### src/rtl/serial_add_ctrl_pkg.sv
// serial_add_ctrl shared types and defaults.
// State encodings and default operand width.
package serial_add_ctrl_pkg;

  localparam int DEF_WIDTH = 8;

  typedef enum logic [1:0] {
    ST_IDLE = 2'd0,
    ST_RUN  = 2'd1,
    ST_DONE = 2'd2
  } state_e;

endpackage

### src/rtl/serial_add_ctrl_if.sv
// Requester <-> serial adder handshake bundle.
// sub exists only with SERIAL_ADD_SUB_EN defined.
interface serial_add_ctrl_if #(
  parameter int WIDTH = 8
);

  logic             start;
  logic [WIDTH-1:0] a;
  logic [WIDTH-1:0] b;
  logic             c_in;
`ifdef SERIAL_ADD_SUB_EN
  logic             sub;
`endif
  logic [WIDTH-1:0] sum;
  logic             c_out;
  logic             ovf;
  logic             busy;
  logic             done;

  modport master (
`ifdef SERIAL_ADD_SUB_EN
    output sub,
`endif
    output start, a, b, c_in,
    input  sum, c_out, ovf, busy, done
  );

  modport slave (
`ifdef SERIAL_ADD_SUB_EN
    input  sub,
`endif
    input  start, a, b, c_in,
    output sum, c_out, ovf, busy, done
  );

endinterface

### src/rtl/serial_add_ctrl_adder.sv
// One-bit full-adder cell shared by the
// serial adder datapath.
module serial_add_ctrl_adder (
  input  logic a,
  input  logic b,
  input  logic c_in,
  output logic o,
  output logic c_out
);

  assign o     = a ^ b ^ c_in;
  assign c_out = (a & b) | (c_in & (a ^ b));

endmodule

### src/rtl/serial_add_ctrl.sv
// Bit-serial adder controller, LSB first.
// SERIAL_ADD_SUB_EN adds a subtract mode.
module serial_add_ctrl
  import serial_add_ctrl_pkg::*;
#(
  parameter int WIDTH = DEF_WIDTH
) (
  input  logic clk,
  input  logic rst_n,
  serial_add_ctrl_if.slave bus
);

  localparam int CW = (WIDTH > 2) ? $clog2(WIDTH) : 1;
  localparam logic [CW-1:0] LAST = CW'(WIDTH - 1);

  state_e           state_q, state_d;
  logic [WIDTH-1:0] sa_q, sa_d;
  logic [WIDTH-1:0] sb_q, sb_d;
  logic [WIDTH-2:0] res_q, res_d;
  logic [WIDTH-1:0] sum_q, sum_d;
  logic [CW-1:0]    cnt_q, cnt_d;
  logic             carry_q, carry_d;
  logic             cout_q, cout_d;
  logic             ovf_q, ovf_d;
  logic             fa_o, fa_co;

  serial_add_ctrl_adder u_fa (
    .a     (sa_q[0]),
    .b     (sb_q[0]),
    .c_in  (carry_q),
    .o     (fa_o),
    .c_out (fa_co)
  );

  // Next state and datapath update.
  always_comb begin
    state_d = state_q;
    sa_d    = sa_q;
    sb_d    = sb_q;
    res_d   = res_q;
    sum_d   = sum_q;
    cnt_d   = cnt_q;
    carry_d = carry_q;
    cout_d  = cout_q;
    ovf_d   = ovf_q;
    unique case (state_q)
      ST_IDLE: begin
        if (bus.start) begin
          state_d = ST_RUN;
          sa_d    = bus.a;
          sb_d    = bus.b;
          carry_d = bus.c_in;
          cnt_d   = '0;
`ifdef SERIAL_ADD_SUB_EN
          if (bus.sub) begin
            sb_d    = ~bus.b;
            carry_d = 1'b1;
          end
`endif
        end
      end
      ST_RUN: begin
        sa_d    = sa_q >> 1;
        sb_d    = sb_q >> 1;
        res_d   = (WIDTH-1)'({fa_o, res_q} >> 1);
        carry_d = fa_co;
        cnt_d   = cnt_q + CW'(1);
        if (cnt_q == LAST) begin
          state_d = ST_DONE;
          sum_d   = {fa_o, res_q};
          cout_d  = fa_co;
          ovf_d   = carry_q ^ fa_co;
        end
      end
      ST_DONE: state_d = ST_IDLE;
      default: state_d = ST_IDLE;
    endcase
  end

  // State and datapath registers.
  always_ff @(posedge clk or negedge rst_n) begin
    if (!rst_n) begin
      state_q <= ST_IDLE;
      sa_q    <= '0;
      sb_q    <= '0;
      res_q   <= '0;
      sum_q   <= '0;
      cnt_q   <= '0;
      carry_q <= 1'b0;
      cout_q  <= 1'b0;
      ovf_q   <= 1'b0;
    end else begin
      state_q <= state_d;
      sa_q    <= sa_d;
      sb_q    <= sb_d;
      res_q   <= res_d;
      sum_q   <= sum_d;
      cnt_q   <= cnt_d;
      carry_q <= carry_d;
      cout_q  <= cout_d;
      ovf_q   <= ovf_d;
    end
  end

  assign bus.sum   = sum_q;
  assign bus.c_out = cout_q;
  assign bus.ovf   = ovf_q;
  assign bus.busy  = (state_q == ST_RUN);
  assign bus.done  = (state_q == ST_DONE);

endmodule

### src/flat_wrapper.sv
// flat-port wrapper written by rule: the top's interface ports become plain ports
module serial_add_ctrl_flat import serial_add_ctrl_pkg::*;
#(
  parameter int WIDTH = DEF_WIDTH
)
  (clk, rst_n, bus_start, bus_a, bus_b, bus_c_in, bus_sum, bus_c_out, bus_ovf, bus_busy, bus_done);
  serial_add_ctrl_if #(.WIDTH(WIDTH)) bus_i ();
  input  logic clk;
  input  logic rst_n;
  input wire logic [$bits(bus_i.start)-1:0] bus_start;
  input wire logic [$bits(bus_i.a)-1:0] bus_a;
  input wire logic [$bits(bus_i.b)-1:0] bus_b;
  input wire logic [$bits(bus_i.c_in)-1:0] bus_c_in;
  output wire logic [$bits(bus_i.sum)-1:0] bus_sum;
  output wire logic [$bits(bus_i.c_out)-1:0] bus_c_out;
  output wire logic [$bits(bus_i.ovf)-1:0] bus_ovf;
  output wire logic [$bits(bus_i.busy)-1:0] bus_busy;
  output wire logic [$bits(bus_i.done)-1:0] bus_done;
  assign bus_i.start = bus_start;
  assign bus_i.a = bus_a;
  assign bus_i.b = bus_b;
  assign bus_i.c_in = bus_c_in;
  assign bus_sum = bus_i.sum;
  assign bus_c_out = bus_i.c_out;
  assign bus_ovf = bus_i.ovf;
  assign bus_busy = bus_i.busy;
  assign bus_done = bus_i.done;
  serial_add_ctrl #(.WIDTH(WIDTH)) u_core (.clk(clk), .rst_n(rst_n), .bus(bus_i));
endmodule
### config.mk
export PLATFORM = sky130hd
export DESIGN_NAME = serial_add_ctrl_flat
export DESIGN_NICKNAME = d
export VERILOG_FILES = /design/src/rtl/serial_add_ctrl_pkg.sv /design/src/rtl/serial_add_ctrl_if.sv /design/src/rtl/serial_add_ctrl_adder.sv /design/src/rtl/serial_add_ctrl.sv /design/src/flat_wrapper.sv
export SDC_FILE = /design/constraint.sdc
export NUM_CORES = 1
export LEC_CHECK = 0
export CORE_UTILIZATION = 25
export CTS_CLUSTER_DIAMETER = 200
export DETAILED_ROUTE_END_ITERATION = 16
export GPL_ROUTABILITY_DRIVEN = 0
export GPL_TIMING_DRIVEN = 0
export SLEW_MARGIN = 5
export SYNTH_ARGS = -nofsm -noshare
export SYNTH_HDL_FRONTEND = slang
export SYNTH_SLANG_ARGS = --single-unit
### constraint.sdc
create_clock -name clk -period 1.77 [get_ports clk]
set_clock_uncertainty 0.15 [all_clocks]
set_input_delay 0.354 -clock clk [delete_from_list [all_inputs] [get_ports clk]]
set_output_delay 0.354 -clock clk [all_outputs]
set_load 0.005 [all_outputs]
==> run summary, run 1 <==
Internal: 2.561 mW
fillers: 647
Clock H-tree levels: 2
part of the power in registers: 42.2%
cell area after synthesis: 1715 µm²
Initial Util: 26.41%
Worst-Margin Slew: 442.9 ps
Die W: 84.84 µm
number of clock sinks: 39
Tmin final: 1719 ps
vias per inst: 4.800
HP Class: input pin to asynchronous set/reset pin
Sw Pwr: 1.241 mW
PD cells: 1683 nW/µm²
layout cell share with drive strength beyond 1: 24.04%
Rows: 29
RSZ-0062 raised after global routing: yes
Slew Viols, Final: 0
Synth top area share: 56.89%
layout net count: 205
Mean Syn Cell Area: 12.25 µm²
Crit Path Class: flip-flop to output pin
synth unique cells: 25
core area: 6495 µm²
dpl hpwl: 2.480 mm
wirelength, routed: 3.734 mm
Clock Power Share: 15.4%
CP max stage delay: 410 ps
Post-Syn Instances: 140
largest net degree at the start of global routing: 39
drt drc: 3
EDFF count, synth: 0
synth warn: 0
CP Launch Point: u_core.state_q[1]
DR iter-0 viols: 66
Worst-Skew Late Latency: 290 ps
Hold Vio Cnt, Final: 0
Post-synth top flop: dfrtp_1
root buf cell: clkbuf_8
number of synthesized register bits: 39
Util after Layout: 34.79%
ANT cells: 0
max cap viols: 0
final setup violating endpoints: 0
wire per inst: 14.36 µm
Post-DRT Antenna Nets: 0
flip-flop and latch area: 977.2 µm²
Max Clock Freq: 581.6 MHz
total CTS buffers: 5
switching portion of total power: 32.64%
Die Span Y: 84.84 µm
die area: 7197 µm²
register area share after synthesis: 56.89%
via count: 1248
initial antenna violation count: 0
grt ovf: 0
Critical Path RT: 1270 ps
CP Launch Type: flip-flop
Worst EP arrival: 1220 ps
most used cell, CP: buf_6
hold_ws: 223.9 ps
critical path cell sequence: buf_4, nand2b_4, buf_6, inv_4, buf_6
reg-to-reg startpoint: u_core.state_q[1]
CTS tree: done
crit path max-delay cell type: dfrtp_2
IO Pins: 32
critical path capture point type: output pin
Area Growth Syn to Fin: 31.73%
Critical Path Fanout Max: 3
outcome: complete, but fails checks
Tot GR Track Use: 11.42%
Bufs on Longest Clock Path: 2
CTS clock-pin slew for the worst setup and hold paths: 80 ps
area leader, netlist: dfrtp_1
Peak VDD IR: 0.4970 mV
number of global-route vias before repair: 1320
combinational share of power: 42.4%
post-synthesis async set-or-reset flop share: 100.0%
first-pass GRT wire length: 6.327 mm
leakage: 0.9541 nW
Syn Nets: 163
Pre-Repair DR Iteration Count: 12
Port Buffers: 30
period utilization: 97.14%
Synth area leaders: dfrtp_1 (57%), o22ai_1 (10%), mux2_2 (7.9%), a21oi_1 (4.7%), mux2_4 (3.5%)
Multi-input gate area: 653.1 µm²
failing checks: DRC
slew margin rel.: 70.47%
==> Yosys cell counts (all sizes together) (2+ instances only) <==
library cell / n
a21oi: 16
mux2: 16
nand2: 4
nor2: 3
inv: 3
ha: 2
o21ai: 7
dfrtp: 39
a22o: 2
nand2b: 2
buf: 9
o22ai: 28
==> state kept, by name, summed over array words and instances (netlist names) <==
name and count:
u_core.res_q 7, u_core.bus.sum 8, u_core.cnt_q 3, u_core.bus.c_out 1
u_core.bus.ovf 1, u_core.carry_q 1, u_core.state_q 2, u_core.sa_q 8
u_core.sb_q 8
==> cell families after synthesis <==
kind of cell             Yosys count  share of synthesized area [%]
adder cells (fa/ha/maj)            3                          2.626
flip-flops                        39                          56.89
buffers and inverters             14                          5.616
multiplexers                      16                          11.38
AO/OA/AOI/OAI                     53                          17.94
AND/OR/NAND/NOR                   14                          5.033
XOR/XNOR                           1                         0.5107
==> worst paths after layout <==
check | end | slack [ps] | cells past startpoint
worst max-delay path | bus_busy | 50 | 5
worst min-delay path | u_core.bus.sum[0] | 220 | 2
worst max register to register | u_core.res_q[6] | 120 | 6
worst min register to register | u_core.bus.ovf | 350 | 2
max in group asynchronous | u_core.cnt_q[0] | 850 | 3
min in group clk | u_core.bus.ovf | 350 | 2
==> final cells by class <==
class / instances / area share (%)
plain buffers: 8 / 2.935
clock buffers: 7 / 3.378
clock inverters: 1 / 0.2215
inverters: 4 / 0.9967
multi-input cells: 87 / 28.90
flip-flops and latches: 39 / 43.24
well taps: 77 / 4.264
repair buffers: 37 / 16.06
==> repair_timing <==
action | in CTS | in global routing
buffers inserted | 5 | 0
setup endpoints to repair | 2 | 8
hold endpoints to repair | 39 | 0
hold buffers | 1 | 0
resized for setup | 10 | 3
==> layer usage <==
metal / GRT usage (%) / share of wire, %
met1: 15.78 / 47
met4: 4.777 / 1.5
met3: 3.405 / 4.9
met5: 0 / 0
met2: 16.70 / 46
==> critical path: cells and delay by family, from the launching register on <==
kind          cells  cell delay, ps
flops             1             410
simple gates      1             130
buf+inv           4             380
==> power groups by stage <==
| stage | logic [mW] | registers [mW] | clock network [mW] |
|---|---|---|---|
| after floorplan | 1.05 | 1.57 | 0 |
| after global placement | 1.50 | 1.62 | 0 |
| after detailed placement | 1.55 | 1.63 | 0 |
| after CTS | 1.61 | 1.61 | 0.604 |
| after global routing | 1.79 | 1.67 | 0.647 |
| final | 1.61 | 1.60 | 0.586 |
==> metrics by stage <==
| stage | setup TNS [ps] | instance area, µm² | total power, mW | std cells | setup WS (ps) |
|---|---|---|---|---|---|
| 2_1_floorplan | 0 | 1715 | 2.614 | 140 | 159.9 |
| 3_3_place_gp | -30570 | 2112 | 3.115 | 247 | -772.8 |
| 3_5_place_dp | -481.8 | 2127 | 3.187 | 248 | -367.2 |
| 4_1_cts | 0 | 2251 | 3.816 | 261 | 2.638 |
| 5_1_grt | -7.262 | 2260 | 4.111 | 260 | -7.262 |
| 6_report | 0 | 2260 | 3.802 | 260 | 50.63 |
==> placed cells by master (no fill, tap or decap), drive strengths merged, types with 2 or more instances in the layout <==
cell type,n
nand2,4
ha,2
dfrtp,39
a22o,2
a21oi,16
clkbuf,8
mux2,16
nand2b,2
nor2,3
o21ai,7
buf,15
o22ai,28
inv,3
clkdlybuf4s50,27
clkinv,2
Note: power is estimated with default switching activity, not from simulation.
==> inputs of run 2 (changes only) <==
Settings changed: CTS_CLUSTER_SIZE set to 25, TNS_END_PERCENT set to 100.
==> results of run 2 <==
No change in the layout: final DEF, timing and power equal those of run 1.
